[config.mk]
export PLATFORM = sky130hd
export DESIGN_NAME = alu_src_b_stage
export DESIGN_NICKNAME = d
export VERILOG_FILES = /design/src/rtl/alu_src_b_stage_pkg.sv /design/src/rtl/alu_src_b_stage_imm_ext.sv /design/src/rtl/alu_src_b_stage.sv
export SDC_FILE = /design/constraint.sdc
export NUM_CORES = 1
export LEC_CHECK = 0
export CORE_AREA = 2 2 89 108
export DETAILED_ROUTE_END_ITERATION = 8
export DIE_AREA = 0 0 91 110
export PLACE_DENSITY = 0.76
export SKIP_LAST_GASP = 1
export SLEW_MARGIN = 10
export SYNTH_ARGS = -nofsm -noshare
export SYNTH_HDL_FRONTEND = slang
export SYNTH_SLANG_ARGS = --single-unit
[constraint.sdc]
create_clock -name clk -period 1.45 [get_ports clk]
set_input_delay 0.145 -clock clk [delete_from_list [all_inputs] [get_ports clk]]
set_output_delay 0.145 -clock clk [all_outputs]
set_load 0.05 [all_outputs]
[src/rtl/alu_src_b_stage_pkg.sv]
// rtl/alu_src_b_stage_pkg.sv - operand-B select codes and skid-buffer occupancy states
package alu_src_b_stage_pkg;

  localparam logic [2:0] SRC_B        = 3'b000;
  localparam logic [2:0] SRC_INC      = 3'b001;
  localparam logic [2:0] SRC_SEXT     = 3'b010;
  localparam logic [2:0] SRC_SEXT_SL2 = 3'b011;
  localparam logic [2:0] SRC_ZEXT     = 3'b100;
  localparam logic [2:0] SRC_MDR      = 3'b101;

  typedef enum logic [1:0] {
    ST_EMPTY = 2'd0,
    ST_ONE   = 2'd1,
    ST_FULL  = 2'd2
  } occ_state_t;

endpackage

[src/rtl/alu_src_b_stage_imm_ext.sv]
// rtl/alu_src_b_stage_imm_ext.sv - combinational sign/zero/shifted extension of a 16-bit immediate
module alu_src_b_stage_imm_ext #(
  parameter int WIDTH = 32
) (
  input  logic [15:0]      i_imm16,
  output logic [WIDTH-1:0] o_sext,
  output logic [WIDTH-1:0] o_sext_sl2,
  output logic [WIDTH-1:0] o_zext
);

  assign o_sext     = {{(WIDTH-16){i_imm16[15]}}, i_imm16};
  // Word-offset form: top two sign bits fall off so the result stays WIDTH bits
  assign o_sext_sl2 = {o_sext[WIDTH-3:0], 2'b00};
  assign o_zext     = {{(WIDTH-16){1'b0}}, i_imm16};

endmodule

[src/rtl/alu_src_b_stage.sv]
// rtl/alu_src_b_stage.sv - registered ALU operand-B selector with a 2-entry skid buffer
module alu_src_b_stage
  import alu_src_b_stage_pkg::*;
#(
  parameter int          WIDTH     = 32,
  parameter int unsigned INC_CONST = 4
) (
  input  logic             clk,
  input  logic             reset_n,
  input  logic [2:0]       ALUSrcB,
  input  logic [WIDTH-1:0] in_b,
  input  logic [15:0]      in_imm16,
  input  logic [WIDTH-1:0] in_memoryDataReg,
  input  logic             in_valid,
  output logic             in_ready,
  input  logic             err_clr,
  output logic [WIDTH-1:0] out,
  output logic             out_valid,
  input  logic             out_ready,
  output logic             sel_err
);

  localparam logic [WIDTH-1:0] W_INC = WIDTH'(INC_CONST);

  occ_state_t       r_state;
  occ_state_t       w_state_nxt;
  logic [WIDTH-1:0] r_head;
  logic [WIDTH-1:0] r_skid;
  logic             r_sel_err;

  logic [WIDTH-1:0] w_sext;
  logic [WIDTH-1:0] w_sext_sl2;
  logic [WIDTH-1:0] w_zext;
  logic [WIDTH-1:0] w_operand;
  logic             w_illegal;
  logic             w_push;
  logic             w_pop;
  logic             w_load_head_in;
  logic             w_load_skid;
  logic             w_skid_to_head;

  alu_src_b_stage_imm_ext #(.WIDTH(WIDTH)) u_imm_ext (
    .i_imm16    (in_imm16),
    .o_sext     (w_sext),
    .o_sext_sl2 (w_sext_sl2),
    .o_zext     (w_zext)
  );

  always_comb begin
    w_operand = '0;
    w_illegal = 1'b0;
    case (ALUSrcB)
      SRC_B:        w_operand = in_b;
      SRC_INC:      w_operand = W_INC;
      SRC_SEXT:     w_operand = w_sext;
      SRC_SEXT_SL2: w_operand = w_sext_sl2;
      SRC_ZEXT:     w_operand = w_zext;
      SRC_MDR:      w_operand = in_memoryDataReg;
      default:      w_illegal = 1'b1;
    endcase
  end

  // Both handshake outputs derive only from registered state
  assign in_ready  = (r_state != ST_FULL);
  assign out_valid = (r_state != ST_EMPTY);
  assign out       = r_head;
  assign sel_err   = r_sel_err;

  assign w_push = in_valid && in_ready;
  assign w_pop  = out_valid && out_ready;

  always_comb begin
    w_state_nxt    = r_state;
    w_load_head_in = 1'b0;
    w_load_skid    = 1'b0;
    w_skid_to_head = 1'b0;
    case (r_state)
      ST_EMPTY: begin
        if (w_push) begin
          w_state_nxt    = ST_ONE;
          w_load_head_in = 1'b1;
        end
      end
      ST_ONE: begin
        if (w_push && !w_pop) begin
          w_state_nxt = ST_FULL;
          w_load_skid = 1'b1;
        end else if (w_push && w_pop) begin
          w_load_head_in = 1'b1;
        end else if (w_pop) begin
          w_state_nxt = ST_EMPTY;
        end
      end
      ST_FULL: begin
        if (w_pop) begin
          w_state_nxt    = ST_ONE;
          w_skid_to_head = 1'b1;
        end
      end
      default: w_state_nxt = ST_EMPTY;
    endcase
  end

  always_ff @(posedge clk or negedge reset_n) begin
    if (!reset_n) begin
      r_state <= ST_EMPTY;
    end else begin
      r_state <= w_state_nxt;
    end
  end

  always_ff @(posedge clk or negedge reset_n) begin
    if (!reset_n) begin
      r_head <= '0;
      r_skid <= '0;
    end else begin
      if (w_load_head_in) begin
        r_head <= w_operand;
      end else if (w_skid_to_head) begin
        r_head <= r_skid;
      end
      if (w_load_skid) begin
        r_skid <= w_operand;
      end
    end
  end

  // A new illegal accept wins over a same-cycle clear
  always_ff @(posedge clk or negedge reset_n) begin
    if (!reset_n) begin
      r_sel_err <= 1'b0;
    end else if (w_push && w_illegal) begin
      r_sel_err <= 1'b1;
    end else if (err_clr) begin
      r_sel_err <= 1'b0;
    end
  end

endmodule

==> summary.txt, run 1 <==
Placement
  • DP Area: approximately 5300 sq um
  • DP HPWL: between 7 and 8 mm
  • Gpl congestion: approximately 0.86
  • Count of input and output buffers: ~120

Outcome
  • Status: finished with violations
  • Violations in the final reports: negative setup slack

Route
  • Drt total wl: 11.0 mm
  • Via/cell ratio: around 5.4
  • Post-route ant nets: 0
  • 1st-pass router iterations: 4
  • DRT iter0 DRCs: between 150 and 200
  • WL per Instance: between 15 and 20 um
  • Residual DRC count: 0
  • Vias: between 3000 and 4000

Die
  • Die Span Y: approximately 110 um
  • Starting Density: between 40% and 50%
  • Io pins: 123
  • Core box area: around 8900 sq um
  • Die area: between 10000 and 15000 sq um
  • Number of core rows: 38
  • Die width: slightly above 90 um

Setup path
  • Worst Path Arrival: 1.70 ns
  • Crit. End Element: flip-flop
  • Max FO, Critical Path: 6
  • Req. time, crit path: roughly 1.7 ns
  • Critical path class: reg -> reg
  • Worst setup SP type: flip-flop

GRT
  • Antenna violations before repair: 0
  • Global-route wire length before repair: between 15 and 20 mm
  • Largest net degree at the start of global routing: 68
  • Vias in the first global route: 3415
  • Gr ovfl total: 0
  • GRT Util Overall: between 20% and 30%

Flow run
  • Max-cap violation count: 0

Clock tree
  • CTS tree: done
  • Clock H-tree levels: 3
  • Clk root buf: clkbuf_8
  • CTS Buffer Depth: 2
  • Worst-Skew Late Latency: 0.34 ns
  • Num CTS Buffers: 9
  • Sink Count: 67
  • Clock-pin transition on the worst setup and hold timing paths: around 0.070 ns

Synth
  • Synthesis Warnings: 0
  • Largest area contributor in the netlist: dfrtp_1
  • Post-synthesis register bit count: 67
  • Most common cell in the synthesized netlist: dfrtp_1
  • Mapped Nets: 430
  • Most common library cells after synthesis: dfrtp_1 (67), mux2i_1 (44), a22oi_1 (27), nor2_1 (25), a21oi_1 (22)
  • Synth Flop Type: dfrtp_1
  • Yosys top cell area share: 45.5%
  • Synth async-reset ratio: 100%
  • Distinct cells, synth: 39
  • Sequential area share after synthesis: approximately 46%
  • Netlist Area Pre-Place: around 3700 sq um
  • Synth area leaders: dfrtp_1 (46%), mux2i_1 (12%), a22oi_1 (5.5%)
  • Synth Area per Inst: 10.8 sq um
  • Cells after synthesis: between 300 and 400
  • Post-synth EDFFs: 0

Cells and area
  • Ant diodes: 0
  • Finished Core Util: between 60% and 70%
  • # nets final: 586
  • Design area: ~5700 sq um
  • Share of layout cells above drive strength 1: approximately 27%
  • Area Overhead vs Synth: 53.9%

STA
  • Final min period: about 1.5 ns
  • Normalized max-slew margin: 72.2%
  • Setup Viol. Count Final: 13
  • RSZ-0062 raised after global routing: yes
  • FMAX: roughly 680 MHz
  • Tightest Pin Transition: about 0.4 ns
  • Final hold vios: 0
  • Setup ws final: -0.0242 ns
  • Clock Skew: roughly 0.010 ns
  • Fin. max-slew vios: 0
  • WHS: 0.339 ns
  • Fin crit share: 102%

Worst hold path
  • Hold Path Class: in -> async

Pwr
  • Seq pwr share: between 30% and 40%
  • Gate power share: 39.9%
  • Tot Pwr: about 7.5 mW
  • Total net switching power: 2.74 mW
  • Peak VDD IR: approximately 720 uV
  • Clock share of power: ~23%
  • PD cells: about 1300 nW/um^2
  • Switching Share: between 30% and 40%
  • Internal power: roughly 4.8 mW
  • LEAKAGE: roughly 2.7 nW
[metal layers]
layer,part of all wire (%),global-route usage (%),wire length [um]
met1,42,27.2,4600
met2,52,38.0,5780
met3,4.6,5.23,510
met4,1.3,6.17,144
met5,0,0,0
[repair_timing]
action	4_1_cts	5_1_grt
hold endpoints to repair	67	0
hold buffers	1	0
cloned	0	2
buffers inserted	3	0
setup endpoints to repair	62	64
gates resized for setup	21	9
pin swaps	0	1
[cells by family (layout without fill, tap and decap cells)]
group | count (synthesis) | after routing | synth area share [%]
AOI/OAI and AO/OA | 114 | 114 | 22.4
and+or+nand+nor | 66 | 66 | 10.5
buffers and inverters | 35 | 196 | 4.86
DFF | 67 | 67 | 45.5
xor gates and xnor gates | 1 | 1 | 0.238
muxes | 59 | 59 | 16.5
[area by class of cell]
type / count / area, sq um
fill: 766 / 3270
multi-input combinational: 240 / 1880
timing repair buffer: 177 / 1730
sequential: 67 / 1680
tap: 120 / 150
clock buffer: 12 / 145
clock inverter: 4 / 73.8
inverter: 3 / 11.3
[critical path: stages, from the launching register on]
cell	delay, ns
dfrtp_2	0.45
buf_6	0.13
nor3b_4	0.24
buf_6	0.19
mux2_2	0.34
[per-stage QoR]
stage,setup WS [ns],instances,setup TNS [ns]
after detailed placement,-0.538,601,-28.19
after global routing,-0.0687,623,-1.65
final,-0.0242,623,-0.204
after global placement,-0.515,601,-25.09
after floorplan,-0.0406,342,-0.415
after CTS,-0.0262,621,-0.219
[cell usage in the layout (no fill, tap or decap), types with 3 or more instances in the layout]
cell type        Yosys  layout
clkdlybuf4s50_1      0      83
buf_4                4      68
dfrtp_1             67      65
mux2i_1             44      44
a22oi_1             27      27
nor2_1              25      25
a21oi_1             22      22
a221o_1             17      17
o21a_1              15      15
mux2_2              15      15
a2bb2oi_1           13      13
o21ai_0             13      13
and3_1              14      12
clkbuf_8             0      10
buf_12               0      10
buf_6                1       9
nand3b_1             3       3
dlygate4sd2_1        0       3
[power by group through the flow]
stage	registers [mW]	logic (mW)	clock network, mW
floorplan	3.56	1.02	0
global placement	2.79	2.86	0
detailed placement	2.82	2.92	0
CTS	2.80	2.98	1.75
global route	2.89	3.19	1.85
finish	2.81	3.00	1.72
[worst paths after layout]
check	cells past startpoint	startpoint	slack [ns]	endpoint
worst min register to register	1	r_skid[2]	0.50	r_skid[2]
worst max register to register	4	r_state[1]	-0.02	r_skid[14]
max in group asynchronous	3	reset_n	0.79	r_state[1]
min in group clk	2	err_clr	0.42	sel_err
worst min-delay path	3	reset_n	0.34	r_skid[12]
worst max-delay path	4	r_state[1]	-0.02	r_skid[14]
[state kept, by name, indices dropped and copies added, names as in the netlist]
| signal | flops |
|---|---|
| r_skid | 32 |
| sel_err | 1 |
| r_state | 2 |
| out | 32 |
Power figures use the tool's default switching activity.
==> inputs of run 2 (changes only) <==
--- a/config.mk
+++ b/config.mk
@@ -5,6 +5,7 @@
 export SDC_FILE = /design/constraint.sdc
 export NUM_CORES = 1
 export LEC_CHECK = 0
+export ABC_CLOCK_PERIOD_IN_PS = 1300
 export CORE_AREA = 2 2 89 108
 export DETAILED_ROUTE_END_ITERATION = 8
 export DIE_AREA = 0 0 91 110
==> constraint.sdc (replaced) <==
create_clock -name clk -period 1.3 [get_ports clk]
set_input_delay 0.13 -clock clk [delete_from_list [all_inputs] [get_ports clk]]
set_output_delay 0.13 -clock clk [all_outputs]
set_load 0.05 [all_outputs]
==> run 2 against run 1 <==
The run still ends with negative setup slack left. Cell count is 1.3% higher. Combinational power is 47% higher. Clock skew is 0.0048 ns lower. Total power is 29% higher. Maximum frequency is 2.4% lower. Count of clock-buffer cells in the layout is 1 lower. Die area stayed put. Critical path depth stayed put. Core utilization is 9.6 points higher. Hold slack worse by 0.010 ns. Sequential power is 21% higher. Critical path type unchanged. Highest routed layer unchanged.
==> summary.txt, run 2 (same netlist as run 1, synthesis figures left out) <==
Setup path
  • Req. time, crit path: 1.53 ns (was 1.67 ns)
  • R2r setup slk: -0.21 ns (was -0.02 ns)
  • Register-to-Register Path Depth: 4 (unchanged)
  • Worst R2R Start: r_state[1] (unchanged)
  • Crit. End Element: flip-flop (unchanged)
  • Worst setup SP type: flip-flop (unchanged)
  • Max FO, Critical Path: 14 (was 6)
  • Worst Path Arrival: 1.74 ns (was 1.70 ns)
  • Critical path class: reg -> reg (unchanged)
  • Worst R2R End: r_skid[12] (was r_skid[14])

Route
  • Met2 WL: 7.04 mm (was 5.78 mm)
  • Vias: 3678 (was 3361)
  • WL per Instance: 21.2 um (was 17.7 um)
  • Met3 wire length: 912 um (was 510 um)
  • 1st-pass router iterations: 4 (unchanged)
  • Via/cell ratio: 5.83 (was 5.39)
  • DRT met1 WL: 4.99 mm (was 4.60 mm)
  • Top routing layer used: met4 (unchanged)
  • Drt total wl: 13.4 mm (was 11.0 mm)
  • Residual DRC count: 0 (unchanged)
  • Post-route ant nets: 0 (unchanged)
  • DRT iter0 DRCs: 231 (was 198)

Clock tree
  • CTS tree: done (unchanged)
  • Num CTS Buffers: 9 (unchanged)
  • CTS Buffer Depth: 2 (unchanged)
  • Worst-Skew Late Latency: 0.34 ns (about the same)
  • Sink Count: 67 (unchanged)
  • Clock-pin transition on the worst setup and hold timing paths: 0.07 ns (about the same)
  • Clk root buf: clkbuf_8 (unchanged)
  • Clock H-tree levels: 3 (unchanged)

Pwr
  • Internal power: 6.17 mW (was 4.79 mW)
  • LEAKAGE: 2.91 nW (was 2.66 nW)
  • Peak VDD IR: 949 uV (was 722 uV)
  • Clock share of power: 19.5% (was 22.9%)
  • Switching Share: 36.4% (about the same)
  • Gate power share: 45.4% (was 39.9%)
  • Seq pwr share: 35.2% (was 37.3%)
  • PD cells: 1490 nW/um^2 (was 1330 nW/um^2)
  • Total net switching power: 3.53 mW (was 2.74 mW)
  • Tot Pwr: 9.70 mW (was 7.53 mW)

Outcome
  • Violations in the final reports: negative setup slack (unchanged)
  • Status: finished with violations (unchanged)

Placement
  • DP HPWL: 8.13 mm (was 7.76 mm)
  • # placed instances: 596 (was 601)
  • Gpl congestion: 0.881 (was 0.863)
  • Count of input and output buffers: 122 (unchanged)

Cells and area
  • Commonest non-fill, non-tap cells in the layout: clkdlybuf4s50_1 (83), dfrtp_1 (65), buf_12 (44) (was clkdlybuf4s50_1 (83), buf_4 (68), dfrtp_1 (65))
  • Register area: 1680 sq um (unchanged)
  • # nets final: 594 (was 586)
  • Multi-input gate area: 2130 sq um (was 1880 sq um)
  • Most common cell after layout, fill and taps aside: clkdlybuf4s50_1 (unchanged)
  • Finished Core Util: 73.1% (was 63.5%)
  • Final std cells w/o fill: 631 (was 623)
  • Share of layout cells above drive strength 1: 36.6% (was 27.0%)
  • Ant diodes: 0 (unchanged)
  • Fillcell total: 608 (was 766)
  • Area Overhead vs Synth: 77.2% (was 53.9%)

GRT
  • GRT Util Overall: 27.0% (was 21.8%)
  • Antenna violations before repair: 0 (unchanged)
  • Largest net degree at the start of global routing: 68 (unchanged)
  • Gr ovfl total: 0 (unchanged)
  • Vias in the first global route: 3975 (was 3415)
  • Global-route wire length before repair: 21.0 mm (was 17.2 mm)

Die
  • Io pins: 123 (unchanged)
  • Core box area: 8940 sq um (unchanged)
  • Number of core rows: 38 (unchanged)
  • Starting Density: 41.2% (unchanged)
  • Die Span Y: 110 um (unchanged)
  • Die width: 91 um (unchanged)
  • Die area: 10000 sq um (unchanged)

STA
  • Clock Skew: 0.00566 ns (was 0.0105 ns)
  • Setup Viol. Count Final: 66 (was 13)
  • Final min period: 1.51 ns (was 1.47 ns)
  • Normalized max-slew margin: 75.4% (was 72.2%)
  • RSZ-0062 raised after global routing: yes (unchanged)
  • Fin crit share: 116% (was 102%)
  • Fin. max-slew vios: 0 (unchanged)
  • Final hold vios: 0 (unchanged)
  • FMAX: 662 MHz (was 678 MHz)
  • Tightest Pin Transition: 0.368 ns (was 0.411 ns)
  • Setup ws final: -0.210 ns (was -0.0242 ns)

Worst hold path
  • Hold Path Class: in -> async (unchanged)

Flow run
  • Max-cap violation count: 0 (unchanged)
==> run 2: changes by cell type in the layout (fill, tap and decap cells not counted), sizes merged <==
cell	change
clkinvlp	+1
clkbuf	-2
bufbuf	+3
dlygate4sd2	-2
buf	+7
clkdlybuf4s15	+1
==> run 2: area by class of cell <==
cell class	instances	share of cell area [%]
clock buffer	11	2.01
clock inverter	5	1.19
inverter	3	0.172
multi-input combinational	240	32.6
sequential	67	25.7
tap	120	2.30
timing repair buffer	185	36.0
==> run 2: metrics by stage <==
stage	setup TNS [ns]	worst slack, ns	hold WS [ns]	area [sq um]
global route	-10.59	-0.246	0.361	6530
floorplan	-5.20	-0.190	-0.166	3710
detailed placement	-52.98	-1.20	0.174	5640
finish	-7.61	-0.210	0.328	6530
CTS	-7.25	-0.170	0.343	6370
global placement	-48.20	-1.03	0.171	5640
==> run 2: repair_timing <==
item / in CTS / in global routing
endpoints found under the hold margin: 67 / 0
hold buffers: 1 / 0
endpoints found under the setup margin: 66 / 66
setup buffers: 13 / 0
resized for setup: 77 / 44
pin swaps: 6 / 4
gates cloned: 8 / 1
==> run 2: worst max-delay path by stage <==
stage | startpoint | end | slack (ns) | cells past startpoint
after floorplan | r_state[1] | out[31] | -0.19 | 7
after global placement | ALUSrcB[2] | r_skid[3] | -1.03 | 5
after detailed placement | ALUSrcB[1] | r_skid[3] | -1.20 | 5
after CTS | r_state[1] | out[13] | -0.17 | 6
after global routing | r_state[1] | r_skid[2] | -0.25 | 6
final | r_state[1] | r_skid[12] | -0.21 | 4
==> run 2: critical path: stages (launching register included) <==
cell and delay (ns):
dfrtp_2 0.44, buf_6 0.13, nor3b_4 0.26, buf_12 0.20
mux2_2 0.35
==> run 2: power by group through the flow <==
| stage | combinational [mW] | clock [mW] | sequential, mW |
|---|---|---|---|
| 2_1_floorplan | 1.14 | 0 | 3.97 |
| 3_3_place_gp | 3.82 | 0 | 3.27 |
| 3_5_place_dp | 3.89 | 0 | 3.31 |
| 4_1_cts | 4.20 | 1.89 | 3.29 |
| 5_1_grt | 4.60 | 1.99 | 3.47 |
| 6_report | 4.40 | 1.89 | 3.41 |
==> run 2: per-layer routing <==
layer	up-vias	global-route usage [%]
met4	0	11.8
met1	1833	30.2
li1	1627	-
met3	38	6.73
met2	180	49.2
met5	-	0
==> inputs of run 3 (changes only) <==
--- a/config.mk
+++ b/config.mk
@@ -7,6 +7,7 @@
 export LEC_CHECK = 0
 export ABC_CLOCK_PERIOD_IN_PS = 1300
 export CORE_AREA = 2 2 89 108
+export CTS_CLUSTER_SIZE = 40
 export DETAILED_ROUTE_END_ITERATION = 8
 export DIE_AREA = 0 0 91 110
 export PLACE_DENSITY = 0.76
==> results of run 3 <==
Same layout as run 2: the final DEF is identical, and so are final timing and power.
